$ cat src/rtl/eprom_arb_pkg.sv
`default_nettype none
// ============================================================================
// Module      : eprom_arb_pkg
// Description : Shared types and constants for the two-client EPROM read
//               arbiter: FSM state encoding, client identifier, bus widths
//               and the default EPROM access time.
// Revision    : 1.0 - initial release
// ============================================================================
package eprom_arb_pkg;

    // EPROM bus widths
    localparam int unsigned c_addr_w = 8;
    localparam int unsigned c_data_w = 8;

    // Wide enough for the largest legal access time (15 clocks)
    localparam int unsigned c_cnt_w = 4;

    // Default number of clocks mr_ is held low per read
    localparam int unsigned c_access_cycles_default = 2;

    typedef enum logic [1:0] {
        IDLE = 2'd0,
        READ = 2'd1,
        ACK  = 2'd2
    } arb_state_t;

    typedef enum logic {
        CLIENT0 = 1'b0,
        CLIENT1 = 1'b1
    } client_id_t;

endpackage : eprom_arb_pkg
`default_nettype wire

$ cat src/rtl/eprom_arb_pick.sv
`default_nettype none
// ============================================================================
// Module      : eprom_arb_pick
// Description : Combinational winner selection between the two read clients.
//               Build option ARB_ROUND_ROBIN_EN: on a tie the client that was
//               not granted last wins; otherwise client 0 always wins a tie.
// Ports       : req0, req1   - client requests
//               last_grant   - client served by the previous handshake
//               grant        - selected client (only meaningful if a req is high)
// Revision    : 1.0 - initial release
// ============================================================================
module eprom_arb_pick
    import eprom_arb_pkg::*;
(
    input  logic       req0,
    input  logic       req1,
    input  client_id_t last_grant,
    output client_id_t grant
);

`ifdef ARB_ROUND_ROBIN_EN
    always_comb begin
        grant = CLIENT0;
        if (req0 && req1) begin
            // Alternate on contention so neither client can starve the other
            grant = (last_grant == CLIENT0) ? CLIENT1 : CLIENT0;
        end else if (req1) begin
            grant = CLIENT1;
        end
    end
`else
    // Fixed priority: history is irrelevant
    logic w_unused_last_grant;
    assign w_unused_last_grant = last_grant;

    always_comb begin
        grant = CLIENT0;
        if (!req0 && req1) begin
            grant = CLIENT1;
        end
    end
`endif

endmodule : eprom_arb_pick
`default_nettype wire

$ cat src/rtl/eprom_arbiter.sv
`default_nettype none
// ============================================================================
// Module      : eprom_arbiter
// Description : Arbitrates two 4-phase read clients onto one asynchronous
//               EPROM. A grant drives the address and pulls mr_ low for
//               ACCESS_CYCLES clocks, then samples d7_d0 and acknowledges the
//               winner until it drops its request.
// Build option: ARB_ROUND_ROBIN_EN - round-robin tie break (default: fixed
//               priority to client 0, no grant history kept).
// Parameters  : ACCESS_CYCLES - clocks mr_ is low per read, legal 1..15
// Ports       : clock        - sole clock, rising edge
//               reset        - asynchronous active-high reset
//               req0/req1    - client read requests
//               addr0/addr1  - client read addresses
//               ack0/ack1    - client acknowledges (data valid while high)
//               data         - captured read data shared by both clients
//               addr         - EPROM address
//               mr_          - EPROM read strobe, active low
//               d7_d0        - EPROM data bus
// Revision    : 1.0 - initial release
// ============================================================================
module eprom_arbiter
    import eprom_arb_pkg::*;
#(
    parameter int unsigned ACCESS_CYCLES = c_access_cycles_default
)(
    input  logic                clock,
    input  logic                reset,
    input  logic                req0,
    input  logic                req1,
    input  logic [c_addr_w-1:0] addr0,
    input  logic [c_addr_w-1:0] addr1,
    output logic                ack0,
    output logic                ack1,
    output logic [c_data_w-1:0] data,
    output logic [c_addr_w-1:0] addr,
    output logic                mr_,
    input  logic [c_data_w-1:0] d7_d0
);

    // Counter starts at ACCESS_CYCLES-1 so the strobe spans exactly
    // ACCESS_CYCLES clocks including the grant edge.
    localparam logic [c_cnt_w-1:0] c_cnt_load = c_cnt_w'(ACCESS_CYCLES - 1);

    arb_state_t          r_state, w_state_nxt;
    logic [c_cnt_w-1:0]  r_cnt, w_cnt_nxt;
    client_id_t          r_winner, w_winner_nxt;
    logic [c_addr_w-1:0] r_addr, w_addr_nxt;
    logic [c_data_w-1:0] r_data, w_data_nxt;
    logic                r_mr_n, w_mr_n_nxt;
    logic                r_ack0, w_ack0_nxt;
    logic                r_ack1, w_ack1_nxt;

    client_id_t          w_pick;
    client_id_t          w_last_grant;
    logic                w_winner_req;

    assign w_winner_req = (r_winner == CLIENT1) ? req1 : req0;

`ifdef ARB_ROUND_ROBIN_EN
    client_id_t r_last_grant;

    // History updates only when a handshake completes, so an aborted read
    // (reset) never counts as a grant.
    always_ff @(posedge clock or posedge reset) begin
        if (reset) begin
            r_last_grant <= CLIENT1;
        end else if (r_state == ACK && !w_winner_req) begin
            r_last_grant <= r_winner;
        end
    end

    assign w_last_grant = r_last_grant;
`else
    assign w_last_grant = CLIENT1;
`endif

    eprom_arb_pick u_pick (
        .req0       (req0),
        .req1       (req1),
        .last_grant (w_last_grant),
        .grant      (w_pick)
    );

    // State and output registers
    always_ff @(posedge clock or posedge reset) begin
        if (reset) begin
            r_state  <= IDLE;
            r_cnt    <= '0;
            r_winner <= CLIENT0;
            r_addr   <= '0;
            r_data   <= '0;
            r_mr_n   <= 1'b1;
            r_ack0   <= 1'b0;
            r_ack1   <= 1'b0;
        end else begin
            r_state  <= w_state_nxt;
            r_cnt    <= w_cnt_nxt;
            r_winner <= w_winner_nxt;
            r_addr   <= w_addr_nxt;
            r_data   <= w_data_nxt;
            r_mr_n   <= w_mr_n_nxt;
            r_ack0   <= w_ack0_nxt;
            r_ack1   <= w_ack1_nxt;
        end
    end

    // Next-state and next-output logic
    always_comb begin
        w_state_nxt  = r_state;
        w_cnt_nxt    = r_cnt;
        w_winner_nxt = r_winner;
        w_addr_nxt   = r_addr;
        w_data_nxt   = r_data;
        w_mr_n_nxt   = r_mr_n;
        w_ack0_nxt   = r_ack0;
        w_ack1_nxt   = r_ack1;

        case (r_state)
            IDLE: begin
                w_mr_n_nxt = 1'b1;
                w_ack0_nxt = 1'b0;
                w_ack1_nxt = 1'b0;
                if (req0 || req1) begin
                    w_winner_nxt = w_pick;
                    w_addr_nxt   = (w_pick == CLIENT1) ? addr1 : addr0;
                    w_mr_n_nxt   = 1'b0;
                    w_cnt_nxt    = c_cnt_load;
                    w_state_nxt  = READ;
                end
            end

            READ: begin
                // Requests are deliberately ignored here: a dropped req still
                // finishes the read and gets a one-cycle ack from ACK.
                if (r_cnt != '0) begin
                    w_cnt_nxt = r_cnt - c_cnt_w'(1);
                end else begin
                    w_data_nxt  = d7_d0;
                    w_mr_n_nxt  = 1'b1;
                    w_ack0_nxt  = (r_winner == CLIENT0);
                    w_ack1_nxt  = (r_winner == CLIENT1);
                    w_state_nxt = ACK;
                end
            end

            ACK: begin
                if (!w_winner_req) begin
                    w_ack0_nxt  = 1'b0;
                    w_ack1_nxt  = 1'b0;
                    w_state_nxt = IDLE;
                end
            end

            default: begin
                w_state_nxt = IDLE;
                w_mr_n_nxt  = 1'b1;
                w_ack0_nxt  = 1'b0;
                w_ack1_nxt  = 1'b0;
            end
        endcase
    end

    assign mr_  = r_mr_n;
    assign ack0 = r_ack0;
    assign ack1 = r_ack1;
    assign addr = r_addr;
    assign data = r_data;

endmodule : eprom_arbiter
`default_nettype wire

$ cat config.mk
export PLATFORM = sky130hd
export DESIGN_NAME = eprom_arbiter
export DESIGN_NICKNAME = d
export VERILOG_FILES = /design/src/rtl/eprom_arb_pkg.sv /design/src/rtl/eprom_arb_pick.sv /design/src/rtl/eprom_arbiter.sv
export SDC_FILE = /design/constraint.sdc
export NUM_CORES = 1
export LEC_CHECK = 0
export BUFFER_PORTS_ARGS = -buffer_cell sky130_fd_sc_hd__buf_4
export CAP_MARGIN = 20
export CORE_ASPECT_RATIO = 0.8
export CORE_MARGIN = 2
export CORE_UTILIZATION = 44
export DETAILED_ROUTE_END_ITERATION = 12
export PLACE_DENSITY = 0.84
export SLEW_MARGIN = 0
export SYNTH_ARGS = -nofsm -noshare
export SYNTH_HDL_FRONTEND = slang
export SYNTH_SLANG_ARGS = --single-unit
$ cat constraint.sdc
create_clock -name clock -period 3.8 [get_ports clock]
set_clock_uncertainty 0.05 [all_clocks]
set_input_delay 0.57 -clock clock [delete_from_list [all_inputs] [get_ports clock]]
set_output_delay 0.57 -clock clock [all_outputs]
set_load 0.03 [all_outputs]
==> impl_results.html <==
<table>
<tr><th>Metric</th><th>Value</th></tr>
<tr><th colspan="2">Run status</th></tr>
<tr><td>Status</td><td>finished clean</td></tr>
<tr><th colspan="2">Clocking</th></tr>
<tr><td>Number of instances resized during post-cts repair</td><td>0</td></tr>
<tr><td>Bufs on Longest Clock Path</td><td>2</td></tr>
<tr><td>Hold buffer count at CTS</td><td>0</td></tr>
<tr><td>Clk root buf</td><td>clkbuf_4</td></tr>
<tr><td>Buffers inserted during post-CTS setup optimization</td><td>0</td></tr>
<tr><td>Cts bufs inserted</td><td>3</td></tr>
<tr><td>Clock tree from TritonCTS</td><td>built</td></tr>
<tr><td>Clock-pin slew on the worst setup and hold paths</td><td>0.14 ns</td></tr>
<tr><td>Clock latency of the later-clocked register in the worst-skew pair</td><td>about 0.32 ns</td></tr>
<tr><td>Level count of the clock H-tree</td><td>1</td></tr>
<tr><td>Number of clock sinks</td><td>26</td></tr>
<tr><th colspan="2">Cells and area</th></tr>
<tr><td>Final antenna diode count</td><td>0</td></tr>
<tr><td>Util after Layout</td><td>60.2%</td></tr>
<tr><td>Growth of design area from synthesis to finish</td><td>34.0%</td></tr>
<tr><td>Final standard cell area without fillers</td><td>around 1600 um^2</td></tr>
<tr><td>Number of fillers in the final layout</td><td>226</td></tr>
<tr><td>Share of final-layout standard cells stronger than drive strength 1</td><td>43.1%</td></tr>
<tr><td>Post-Layout Cell Count</td><td>191</td></tr>
<tr><td>Final Net Count</td><td>183</td></tr>
<tr><th colspan="2">Yosys</th></tr>
<tr><td>Total standard cell area after synthesis</td><td>1210 um^2</td></tr>
<tr><td>Proportion of register bits with asynchronous set or reset after synthesis</td><td>100%</td></tr>
<tr><td>Dominant synthesized flop cell</td><td>dfrtp_1</td></tr>
<tr><td>Post-synth EDFFs</td><td>0</td></tr>
<tr><td>Synthesized instance count</td><td>~110</td></tr>
<tr><td>Flip-flop and latch count after synthesis</td><td>26</td></tr>
<tr><td>Cell type with the largest total area after synthesis</td><td>dfrtp_1</td></tr>
<tr><td>Most instantiated cells after synthesis</td><td>dfrtp_1 (25), a21oi_1 (22), mux2i_1 (12), mux2_2 (8), inv_1 (7)</td></tr>
<tr><td>Total number of yosys warnings</td><td>0</td></tr>
<tr><td>Portion of the post-synthesis area used by sequential elements</td><td>53.7%</td></tr>
<tr><td>Most used standard cell by instance count after synthesis</td><td>dfrtp_1</td></tr>
<tr><td>Share of Yosys cell area claimed by the top area cell type</td><td>51.5%</td></tr>
<tr><td>Post-synth cell types</td><td>23</td></tr>
<tr><td>Synth top area cells</td><td>dfrtp_1 (52%), mux2i_1 (9.9%), a21oi_1 (9.1%)</td></tr>
<tr><td>Total nets after synthesis</td><td>roughly 140</td></tr>
<tr><td>Average instance area after synthesis</td><td>11.3 um^2</td></tr>
<tr><th colspan="2">Route</th></tr>
<tr><td>DRT Pass-1 Iters</td><td>3</td></tr>
<tr><td>DRC marker count from the first detailed-route iteration</td><td>12</td></tr>
<tr><td>Final antenna-violating net count</td><td>0</td></tr>
<tr><td>Remaining routing DRC violations</td><td>0</td></tr>
<tr><td>Wire length per cell</td><td>14.0 um</td></tr>
<tr><td>Total routed wirelength</td><td>2680 um</td></tr>
<tr><td>Total via count in the routed design</td><td>960</td></tr>
<tr><td>Vias per cell</td><td>5.03</td></tr>
<tr><th colspan="2">GRT</th></tr>
<tr><td>Antenna violations before repair</td><td>0</td></tr>
<tr><td>Largest net degree at the start of global routing</td><td>27</td></tr>
<tr><td>Grt total ovfl</td><td>0</td></tr>
<tr><td>Vias in the first global route</td><td>960</td></tr>
<tr><td>GRT Overall Usage</td><td>roughly 17%</td></tr>
<tr><td>Wire length of the first global-routing pass</td><td>4270 um</td></tr>
<tr><th colspan="2">Pwr</th></tr>
<tr><td>Internal power</td><td>0.797 mW</td></tr>
<tr><td>Switching power total</td><td>0.628 mW</td></tr>
<tr><td>Proportion of power drawn by the clock network</td><td>9.6%</td></tr>
<tr><td>Sequential cell fraction of total power</td><td>a little under two fifths</td></tr>
<tr><td>Largest voltage drop on the vdd net</td><td>374 uV</td></tr>
<tr><td>Power Total</td><td>1.42 mW</td></tr>
<tr><td>Leakage Power</td><td>0.761 nW</td></tr>
<tr><td>PD cells</td><td>876 nW/um^2</td></tr>
<tr><td>Comb pwr share</td><td>53.7%</td></tr>
<tr><td>Fraction of power spent switching nets</td><td>between 40% and 50%</td></tr>
<tr><th colspan="2">Die</th></tr>
<tr><td>Number of I/O pins</td><td>47</td></tr>
<tr><td>Die extent in y</td><td>51.0 um</td></tr>
<tr><td>Initial core utilization</td><td>44.9%</td></tr>
<tr><td>Cell Rows</td><td>17</td></tr>
<tr><td>Core footprint</td><td>2700 um^2</td></tr>
<tr><td>Die X</td><td>62.7 um</td></tr>
<tr><td>Area of the die</td><td>roughly 3200 um^2</td></tr>
<tr><th colspan="2">STA</th></tr>
<tr><td>Final period utilization</td><td>49.7%</td></tr>
<tr><td># setup viols final</td><td>0</td></tr>
<tr><td>Final Worst Setup Slack</td><td>between 1.5 and 2 ns</td></tr>
<tr><td>Number of endpoints with negative hold slack in the final report</td><td>0</td></tr>
<tr><td>Maximum clock rate</td><td>between 500 and 600 MHz</td></tr>
<tr><td>Least-Margin Pin Slew</td><td>~0.97 ns</td></tr>
<tr><td>Unrepaired setup endpoints after global routing</td><td>no</td></tr>
<tr><td>Post-route minimum period</td><td>1.89 ns</td></tr>
<tr><td>Sum Neg Setup Slack</td><td>0 ns</td></tr>
<tr><td>Slew Limit Headroom</td><td>about 36%</td></tr>
<tr><td>Number of max-slew violations in the final report</td><td>0</td></tr>
<tr><td>Worst hold slack across all endpoints</td><td>0.394 ns</td></tr>
<tr><th colspan="2">Critical path</th></tr>
<tr><td>Highest net fanout along the worst path</td><td>9</td></tr>
<tr><td>Required time of the critical path</td><td>3.96 ns</td></tr>
<tr><td>Crit start category</td><td>register</td></tr>
<tr><td>Critical Path Start</td><td>r_cnt[0]$_DFFE_PP0P_</td></tr>
<tr><td>WP data arrival</td><td>2.05 ns</td></tr>
<tr><td>Beginning of the worst register-to-register path</td><td>r_cnt[0]$_DFFE_PP0P_</td></tr>
<tr><td>Endpoint kind of the worst setup timing path</td><td>register</td></tr>
<tr><td>Type of the worst setup path</td><td>register to register</td></tr>
<tr><th colspan="2">Place</th></tr>
<tr><td>Last weighted congestion value of the routability-driven placer</td><td>0.780</td></tr>
<tr><td>Post-placement cell area</td><td>1590 um^2</td></tr>
<tr><td>Placed insts</td><td>approximately 190</td></tr>
<tr><td>Port bufs</td><td>46</td></tr>
<tr><td>DPL Wire Length</td><td>1970 um</td></tr>
<tr><td>Placement-stage worst setup slack</td><td>1.81 ns</td></tr>
<tr><th colspan="2">Worst hold path</th></tr>
<tr><td>Worst Hold Class</td><td>primary input to register</td></tr>
<tr><td>Source of the worst hold timing path</td><td>req0</td></tr>
<tr><th colspan="2">Flow run</th></tr>
<tr><td>Number of violations of the max-capacitance limit</td><td>0</td></tr>
</table>
state kept, by name, indices dropped and copies added (netlist names):
signal	count
r_cnt	4
r_winner	1
ack0	1
r_state	2
data	8
addr	8
ack1	1
mr_	1
cells in the final DEF (no fill, tap or decap):
master / instances
or2_2: 3
clkbuf_8: 1
nor3b_2: 1
nor2_1: 2
a21oi_1: 22
nor4bb_1: 1
mux2_2: 8
nor3_1: 5
mux2i_1: 12
nand2b_1: 1
nand2_1: 2
nor2b_1: 1
o21ai_0: 5
o2bb2ai_1: 2
buf_4: 46
clkbuf_4: 3
ha_1: 1
nor4_4: 1
nand2b_4: 1
and2_1: 1
a31o_2: 1
inv_1: 7
dfstp_2: 1
dfrtp_1: 25
logic make-up after synthesis:
| family | after synthesis | synth area share, % |
|---|---|---|
| multiplexers | 20 | 17.3 |
| adder cells (fa/ha/maj) | 1 | 1.03 |
| AO/OA/AOI/OAI | 30 | 13.3 |
| buffers and inverters | 11 | 3.51 |
| AND/OR/NAND/NOR | 19 | 11.1 |
| flip-flops | 26 | 53.7 |
power by group through the flow:
stage	clock, mW	sequential [mW]	combinational, mW
3_5_place_dp	0	0.527	0.766
3_3_place_gp	0	0.518	0.749
6_report	0.137	0.523	0.765
4_1_cts	0.145	0.522	0.771
5_1_grt	0.151	0.538	0.828
2_1_floorplan	0	0.711	0.323
worst max-delay path, stage by stage (launching register included):
cell,delay (ns)
dfrtp_1,0.43
inv_1,0.09
ha_1,0.20
inv_1,0.09
nor4_4,0.52
mux2_2,0.40
worst paths after layout:
kind                                   endpoint  slack (ns)  cells after the start
min                        r_winner$_DFFE_PP0P_        0.39                      2
max reg2reg                 data[3]$_DFFE_PP0P_        1.91                      5
min reg2reg                     mr_$_DFFE_PP1P_        0.43                      2
min in group asynchronous   addr[3]$_DFFE_PP0P_        0.41                      2
max in group asynchronous   data[6]$_DFFE_PP0P_        2.70                      2
max                         data[3]$_DFFE_PP0P_        1.91                      5
layout make-up:
type	instances	area, um^2	area share, %
Clock buffer	4	36.3	2.23
Multi-Input combinational cell	70	519	31.9
Sequential cell	26	652	40.1
Tap cell	38	47.5	2.92
Inverter	7	26.3	1.62
Timing Repair Buffer	46	345	21.2
layer usage:
layer / GRT usage (%) / vias to the layer above / part of all wire (%)
met5: 0 / - / 0
met4: 6.67 / 0 / 0.90
met3: 2.20 / 2 / 2.2
met2: 31.4 / 15 / 53
met1: 21.1 / 474 / 44
li1: - / 469 / -
(Power assumes the default switching activity.)
